File: src/rtl/fp_pkg.sv
`default_nettype none
// ----------------------------------------------------------------------
// fp_pkg : binary32 field widths, constants and divider FSM states
// Rev 1.0
// ----------------------------------------------------------------------
package fp_pkg;

  localparam int EXP_W     = 8;
  localparam int MANT_W    = 23;
  localparam int BIAS      = 127;
  localparam int DIV_STEPS = 25;

  localparam logic [31:0] FP_QNAN    = 32'h7FC00000;
  localparam logic [30:0] FP_INF_MAG = 31'h7F800000;

  typedef enum logic [1:0] {
    IDLE   = 2'd0,
    DIVIDE = 2'd1,
    NORM   = 2'd2,
    DONE   = 2'd3
  } state_t;

endpackage
`default_nettype wire

File: src/rtl/fp_div_iter.sv
`default_nettype none
// ----------------------------------------------------------------------
// fp_div_iter : 25-step restoring mantissa divider (one quotient bit/cycle)
// Rev 1.0
// ----------------------------------------------------------------------
module fp_div_iter
  import fp_pkg::*;
(
  input  logic                 clk,
  input  logic                 rst,
  input  logic                 start,
  input  logic [MANT_W:0]      dividend,
  input  logic [MANT_W:0]      divisor,
  output logic                 done,
  output logic [DIV_STEPS-1:0] quotient
);

  logic [DIV_STEPS-1:0] rem;
  logic [MANT_W:0]      dsr;
  logic [4:0]           cnt;
  logic                 busy;
  logic                 rem_ge;
  logic [DIV_STEPS-1:0] rem_diff;

  assign rem_ge   = rem >= {1'b0, dsr};
  assign rem_diff = rem - {1'b0, dsr};
  // Pulses during the final iteration so the FSM leaves DIVIDE on that edge.
  assign done     = busy && (cnt == 5'd0);

  always_ff @(posedge clk or posedge rst) begin
    if (rst) begin
      rem      <= '0;
      dsr      <= '0;
      cnt      <= '0;
      busy     <= 1'b0;
      quotient <= '0;
    end else if (start) begin
      rem      <= {1'b0, dividend};
      dsr      <= divisor;
      cnt      <= 5'(DIV_STEPS - 1);
      busy     <= 1'b1;
      quotient <= '0;
    end else if (busy) begin
      // Remainder stays below 2*divisor, so the shifted value fits in 25 bits.
      if (rem_ge) begin
        quotient[cnt] <= 1'b1;
        rem           <= {rem_diff[DIV_STEPS-2:0], 1'b0};
      end else begin
        rem           <= {rem[DIV_STEPS-2:0], 1'b0};
      end
      if (cnt == 5'd0) busy <= 1'b0;
      else             cnt  <= cnt - 5'd1;
    end
  end

endmodule
`default_nettype wire

File: src/rtl/fp_divider.sv
`default_nettype none
// ----------------------------------------------------------------------
// fp_divider : sequential binary32 divider, truncating, denormals as zero
// Rev 1.0
// ----------------------------------------------------------------------
module fp_divider
  import fp_pkg::*;
(
  input  logic        clk,
  input  logic        rst,
  input  logic [31:0] a,
  input  logic [31:0] b,
  input  logic        in_valid,
  output logic        in_ready,
  output logic [31:0] result,
  output logic        out_valid,
  input  logic        out_ready,
  output logic        div_by_zero,
  output logic        overflow,
  output logic        underflow
);

  state_t             state;
  logic               sign;
  logic [EXP_W-1:0]   ea;
  logic [EXP_W-1:0]   eb;

  logic [EXP_W-1:0]   a_exp;
  logic [EXP_W-1:0]   b_exp;
  logic               in_sign;
  logic               accept;
  logic               special;
  logic [31:0]        special_res;
  logic               special_dbz;

  logic               iter_done;
  logic [DIV_STEPS-1:0] quot;

  logic signed [9:0]  norm_exp;
  logic [MANT_W-1:0]  norm_mant;
  logic               norm_ovf;
  logic               norm_unf;
  logic [31:0]        norm_res;

  assign a_exp   = a[30:23];
  assign b_exp   = b[30:23];
  assign in_sign = a[31] ^ b[31];
  assign accept  = in_valid && in_ready && (state == IDLE);

  // Ordering matters: 0/0 beats x/0, which beats the zero/inf-divisor cases.
  always_comb begin
    special     = 1'b1;
    special_res = '0;
    special_dbz = 1'b0;
    if (a_exp == '0 && b_exp == '0) begin
      special_res = FP_QNAN;
    end else if (b_exp == '0) begin
      special_res = {in_sign, FP_INF_MAG};
      special_dbz = 1'b1;
    end else if (a_exp == '0 || b_exp == '1) begin
      special_res = {in_sign, 31'h0};
    end else if (a_exp == '1) begin
      special_res = {in_sign, FP_INF_MAG};
    end else begin
      special     = 1'b0;
    end
  end

  fp_div_iter u_iter (
    .clk      (clk),
    .rst      (rst),
    .start    (accept && !special),
    .dividend ({1'b1, a[MANT_W-1:0]}),
    .divisor  ({1'b1, b[MANT_W-1:0]}),
    .done     (iter_done),
    .quotient (quot)
  );

  always_comb begin
    norm_exp  = 10'({2'b00, ea}) - 10'({2'b00, eb})
              + (quot[DIV_STEPS-1] ? 10'(BIAS) : 10'(BIAS - 1));
    norm_mant = quot[DIV_STEPS-1] ? quot[MANT_W:1] : quot[MANT_W-1:0];
    norm_ovf  = norm_exp >= 10'sd255;
    norm_unf  = norm_exp <= 10'sd0;
    if (norm_ovf)      norm_res = {sign, FP_INF_MAG};
    else if (norm_unf) norm_res = {sign, 31'h0};
    else               norm_res = {sign, norm_exp[EXP_W-1:0], norm_mant};
  end

  always_ff @(posedge clk or posedge rst) begin
    if (rst) begin
      state       <= IDLE;
      in_ready    <= 1'b1;
      out_valid   <= 1'b0;
      result      <= '0;
      div_by_zero <= 1'b0;
      overflow    <= 1'b0;
      underflow   <= 1'b0;
      sign        <= 1'b0;
      ea          <= '0;
      eb          <= '0;
    end else begin
      case (state)
        IDLE: begin
          if (accept) begin
            sign     <= in_sign;
            ea       <= a_exp;
            eb       <= b_exp;
            in_ready <= 1'b0;
            if (special) begin
              state       <= DONE;
              out_valid   <= 1'b1;
              result      <= special_res;
              div_by_zero <= special_dbz;
            end else begin
              state <= DIVIDE;
            end
          end
        end
        DIVIDE: begin
          if (iter_done) state <= NORM;
        end
        NORM: begin
          state     <= DONE;
          out_valid <= 1'b1;
          result    <= norm_res;
          overflow  <= norm_ovf;
          underflow <= norm_unf;
        end
        DONE: begin
          if (out_ready) begin
            state       <= IDLE;
            in_ready    <= 1'b1;
            out_valid   <= 1'b0;
            result      <= '0;
            div_by_zero <= 1'b0;
            overflow    <= 1'b0;
            underflow   <= 1'b0;
          end
        end
        default: state <= IDLE;
      endcase
    end
  end

endmodule
`default_nettype wire

File: config.mk
export PLATFORM = sky130hd
export DESIGN_NAME = fp_divider
export DESIGN_NICKNAME = d
export VERILOG_FILES = /design/src/rtl/fp_pkg.sv /design/src/rtl/fp_div_iter.sv /design/src/rtl/fp_divider.sv
export SDC_FILE = /design/constraint.sdc
export NUM_CORES = 1
export LEC_CHECK = 0
export ABC_AREA = 1
export CAP_MARGIN = 15
export CORE_MARGIN = 2
export CORE_UTILIZATION = 55
export CTS_BUF_LIST = sky130_fd_sc_hd__clkbuf_2
export CTS_CLUSTER_DIAMETER = 50
export DETAILED_ROUTE_END_ITERATION = 10
export PLACE_DENSITY = 0.78
export RECOVER_POWER = 100
export SLEW_MARGIN = 15
export SYNTH_ARGS = -nofsm -noshare
export SYNTH_HDL_FRONTEND = slang
export SYNTH_HIERARCHICAL = 1
export SYNTH_SLANG_ARGS = --single-unit
File: constraint.sdc
create_clock -name clk -period 7.35 [get_ports clk]
set_input_delay 1.1025 -clock clk [delete_from_list [all_inputs] [get_ports clk]]
set_output_delay 1.1025 -clock clk [all_outputs]
set_load 0.005 [all_outputs]
==> summary.txt <==
Floorplan
  – Die ar.: 17650 µm²
  – Number of cell rows: 47
  – Die Y-Extent: 132.9 µm
  – Core Area: 16410 µm²
  – Die extent in x: 132.9 µm
  – Initial core utilization: 55.65%
  – Number of placed I/O pins: 105

Global route
  – Global-route congestion overflow total: 0
  – Global-route wire length before repair: 37650 µm
  – Number of global-route vias before repair: 7911
  – Maximum number of pins on one net before global-route repair: 81
  – Overall routing resource usage: 26.25%
  – Initial antenna violation count: 1

Route
  – Remaining antenna violation count after routing: 0
  – Post-detailed-route via-to-cell ratio: 5.311
  – Number of design rule violations left after detail routing: 0
  – Via Count: 8476
  – Mean routed wirelength per cell: 13.77 µm
  – Number of detailed-route iterations in the first pass: 7
  – DRC marker count from the first detailed-route iteration: 588
  – Routed wire length: 21980 µm

Logic synthesis
  – Share of synthesized area occupied by flip-flops and latches: 37.28%
  – Total of flip-flops plus latches after synthesis: 136
  – Cell Area, Synth: 9131 µm²
  – Syn Area/Cell: 7.167 µm²
  – Ys Warns: 6
  – Synth cell types: 50
  – Post-Synthesis Cells: 1274

Run status
  – Outcome: finished, violations left
  – Violated checks: max-capacitance violations, max-slew violations

Clocking
  – H-tree Lvls: 4
  – Number of clock buffers inserted by TritonCTS: 17
  – Cells resized by post-CTS repair: 0
  – Buffer type at the clock tree root: clkbuf_2
  – Count of buffers added by post-CTS timing repair for setup: 0
  – Post-CTS Hold Buffers: 0
  – Clock network latency to the later pin of the worst-skew pair: 0.74 ns
  – Clock-pin slew on the worst setup and hold paths: 0.21 ns
  – Number of clock sinks: 136
  – TritonCTS clock tree: done
  – Maximum clock path buffer count: 2

Power and ir drop
  – Power density cells: 528.6 nW/µm²
  – Overall power consumption: 5.481 mW
  – Total leakage power: 5.300 nW
  – IR drop worst, VDD: 0.3067 mV

Final layout
  – Fin area: 10370 µm²
  – Ratio of cells with drive above 1 in the final layout: 5.818%
  – Signed area change from the synthesized netlist to the final layout: 13.56%
  – Final core utilization: 63.20%
  – Filler cells: 1499
  – # nets final: 1475

Worst setup path
  – Worst setup path class: in2reg
  – Crit path DAT: 5.39 ns
  – Worst Setup End Kind: flop
  – Max FO, Critical Path: 33
  – Required time of the critical path: 8.02 ns
  – Kind of start point of the critical path: input port

Timing
  – Final count of negative-setup-slack endpoints: 0
  – Timing-limited maximum frequency: 212.1 MHz
  – RSZ-0062 raised after global routing: false
  – Final critical-path required period: 4.714 ns
  – Worst slew pin tran: 2.954 ns
  – Total negative setup slack: 0 ns
  – Pins over their slew limit: 202
  – Max Clock Skew: 0.03230 ns
  – Final hold violations: 0
  – Final Worst Setup Slack: 2.636 ns
  – Final clock period utilization by the worst path: 64.14%
  – Worst slew margin: -96.93%

Placed design
  – Placed Area: 10260 µm²
  – Number of buffer cells added on primary ports: 104
  – Place WS: 2.949 ns
  – Detailed Place HPWL: 16300 µm
  – Final weighted congestion in routability-driven placement: 0.9532

Flow run
  – Number of max-cap violations: 5

Min path
  – Worst Hold Class: reg2reg
-- cell type report --
type / instances / area, µm² / area share [%]
flip-flops and latches: 136 / 3405 / 32.83
multi-input cells: 942 / 4833 / 46.61
repair buffers: 111 / 1075 / 10.36
clock buffers: 17 / 85.08 / 0.8205
inverters: 154 / 579.3 / 5.586
diodes: 1 / 2.502 / 0.02413
well taps: 220 / 275.3 / 2.654
clock inverters: 15 / 115.1 / 1.110
-- sequential cells by signal (all words and copies together) (netlist names), 2 cells and up --
| name | flops |
|---|---|
| u_iter/cnt | 5 |
| state | 2 |
| result | 32 |
| u_iter/quotient | 25 |
| u_iter/dsr | 24 |
| u_iter/rem | 25 |
| eb | 8 |
| ea | 8 |
-- path summary, 6_finish.rpt --
kind / startpoint / to / slack [ns] / cells past startpoint
setup / recovery: b[23] / u_iter/quotient[24]$_DFFE_PP0P_ / 2.64 / 11
hold / removal: u_iter/rem[0]$_DFFE_PP0P_ / u_iter/rem[0]$_DFFE_PP0P_ / 0.50 / 2
setup reg to reg: state[0]$_DFFE_PP0P_ / u_iter/quotient[24]$_DFFE_PP0P_ / 2.73 / 11
hold reg to reg: u_iter/rem[0]$_DFFE_PP0P_ / u_iter/rem[0]$_DFFE_PP0P_ / 0.50 / 2
max in group asynchronous: rst / result[16]$_DFFE_PP0P_ / 3.77 / 3
min in group asynchronous: rst / u_iter/dsr[3]$_DFFE_PP0P_ / 1.15 / 3
-- synthesized netlist by cell type, drive strengths merged --
library cell,n,area (µm²)
fa,2,40.04
o211ai,12,130.1
a22o,2,17.52
nor2,99,391.6
nand4,47,294.0
o21ai,78,427.9
a22oi,23,172.7
o21bai,24,191.4
nor4,4,25.02
o22ai,1,6.260
dfrtp,135,3378
xnor2,2,17.52
o21a,3,22.52
xor2,13,113.9
a41o,1,10.01
a31oi,2,12.51
conb,1,3.750
inv,154,578.1
buf,19,158.9
nand2,451,1733
ha,43,538.0
nand3,66,360.4
or2,12,75.08
clkbuf,24,93.84
nand3b,2,15.01
and2,1,6.260
o41ai,1,8.760
dfstp,1,26.28
a21oi,46,252.8
o2111ai,1,8.760
nor3,3,15.01
and3,1,6.260
-- metrics by stage --
stage	std cells	hold WS (ns)
floorplan	1275	0.4419
global placement	1563	0.4594
finish	1596	0.5002
detailed placement	1563	0.4593
CTS	1595	0.5042
global route	1596	0.5329
-- cells by family after synthesis --
group,synth area share [%]
xor+xnor,1.439
simple gates,32.00
compound gates,13.81
fa+ha+maj,6.331
flops,37.28
buf+inv,9.098
other cells,0.04107
-- cells in the final DEF (no fill, tap or decap), types with 4 or more instances in the layout --
cell,instances
o21bai_1,24
nand2_2,11
inv_1,151
nand3_1,61
nand2_1,440
o211ai_1,12
xor2_1,13
clkdlybuf4s50_1,66
inv_6,6
ha_1,43
clkbuf_2,17
dfrtp_1,135
clkinvlp_4,4
clkbuf_1,5
or2_2,11
nor2_1,94
dlygate4sd3_1,38
nor4_1,4
o21ai_2,10
nand4_1,47
a21oi_1,42
nand3_2,5
a22oi_1,23
o21ai_0,65
-- report_power, final --
group / internal, mW / switching, mW
clock network: 0.0942 / 0.310
logic: 1.31 / 2.45
registers: 1.08 / 0.243
total: 2.48 / 3.00
-- worst max-delay path: stages --
cell and delay (ns):
dlygate4sd3_1 0.58, nor4_1 0.41, nand2_1 0.18, o41ai_1 0.12, nor2_1 0.10, inv_1 0.16
nor2_4 0.15, nor2_1 1.46, o21bai_1 0.82, nand2_1 0.16, nand2_1 0.13
-- routing by layer --
layer	global-route usage, %	wire length (µm)
met4	8.841	349
met2	43.52	10690
met1	35.24	9965
met5	0	0
met3	4.176	972
Note: power is estimated with default switching activity, not from simulation.
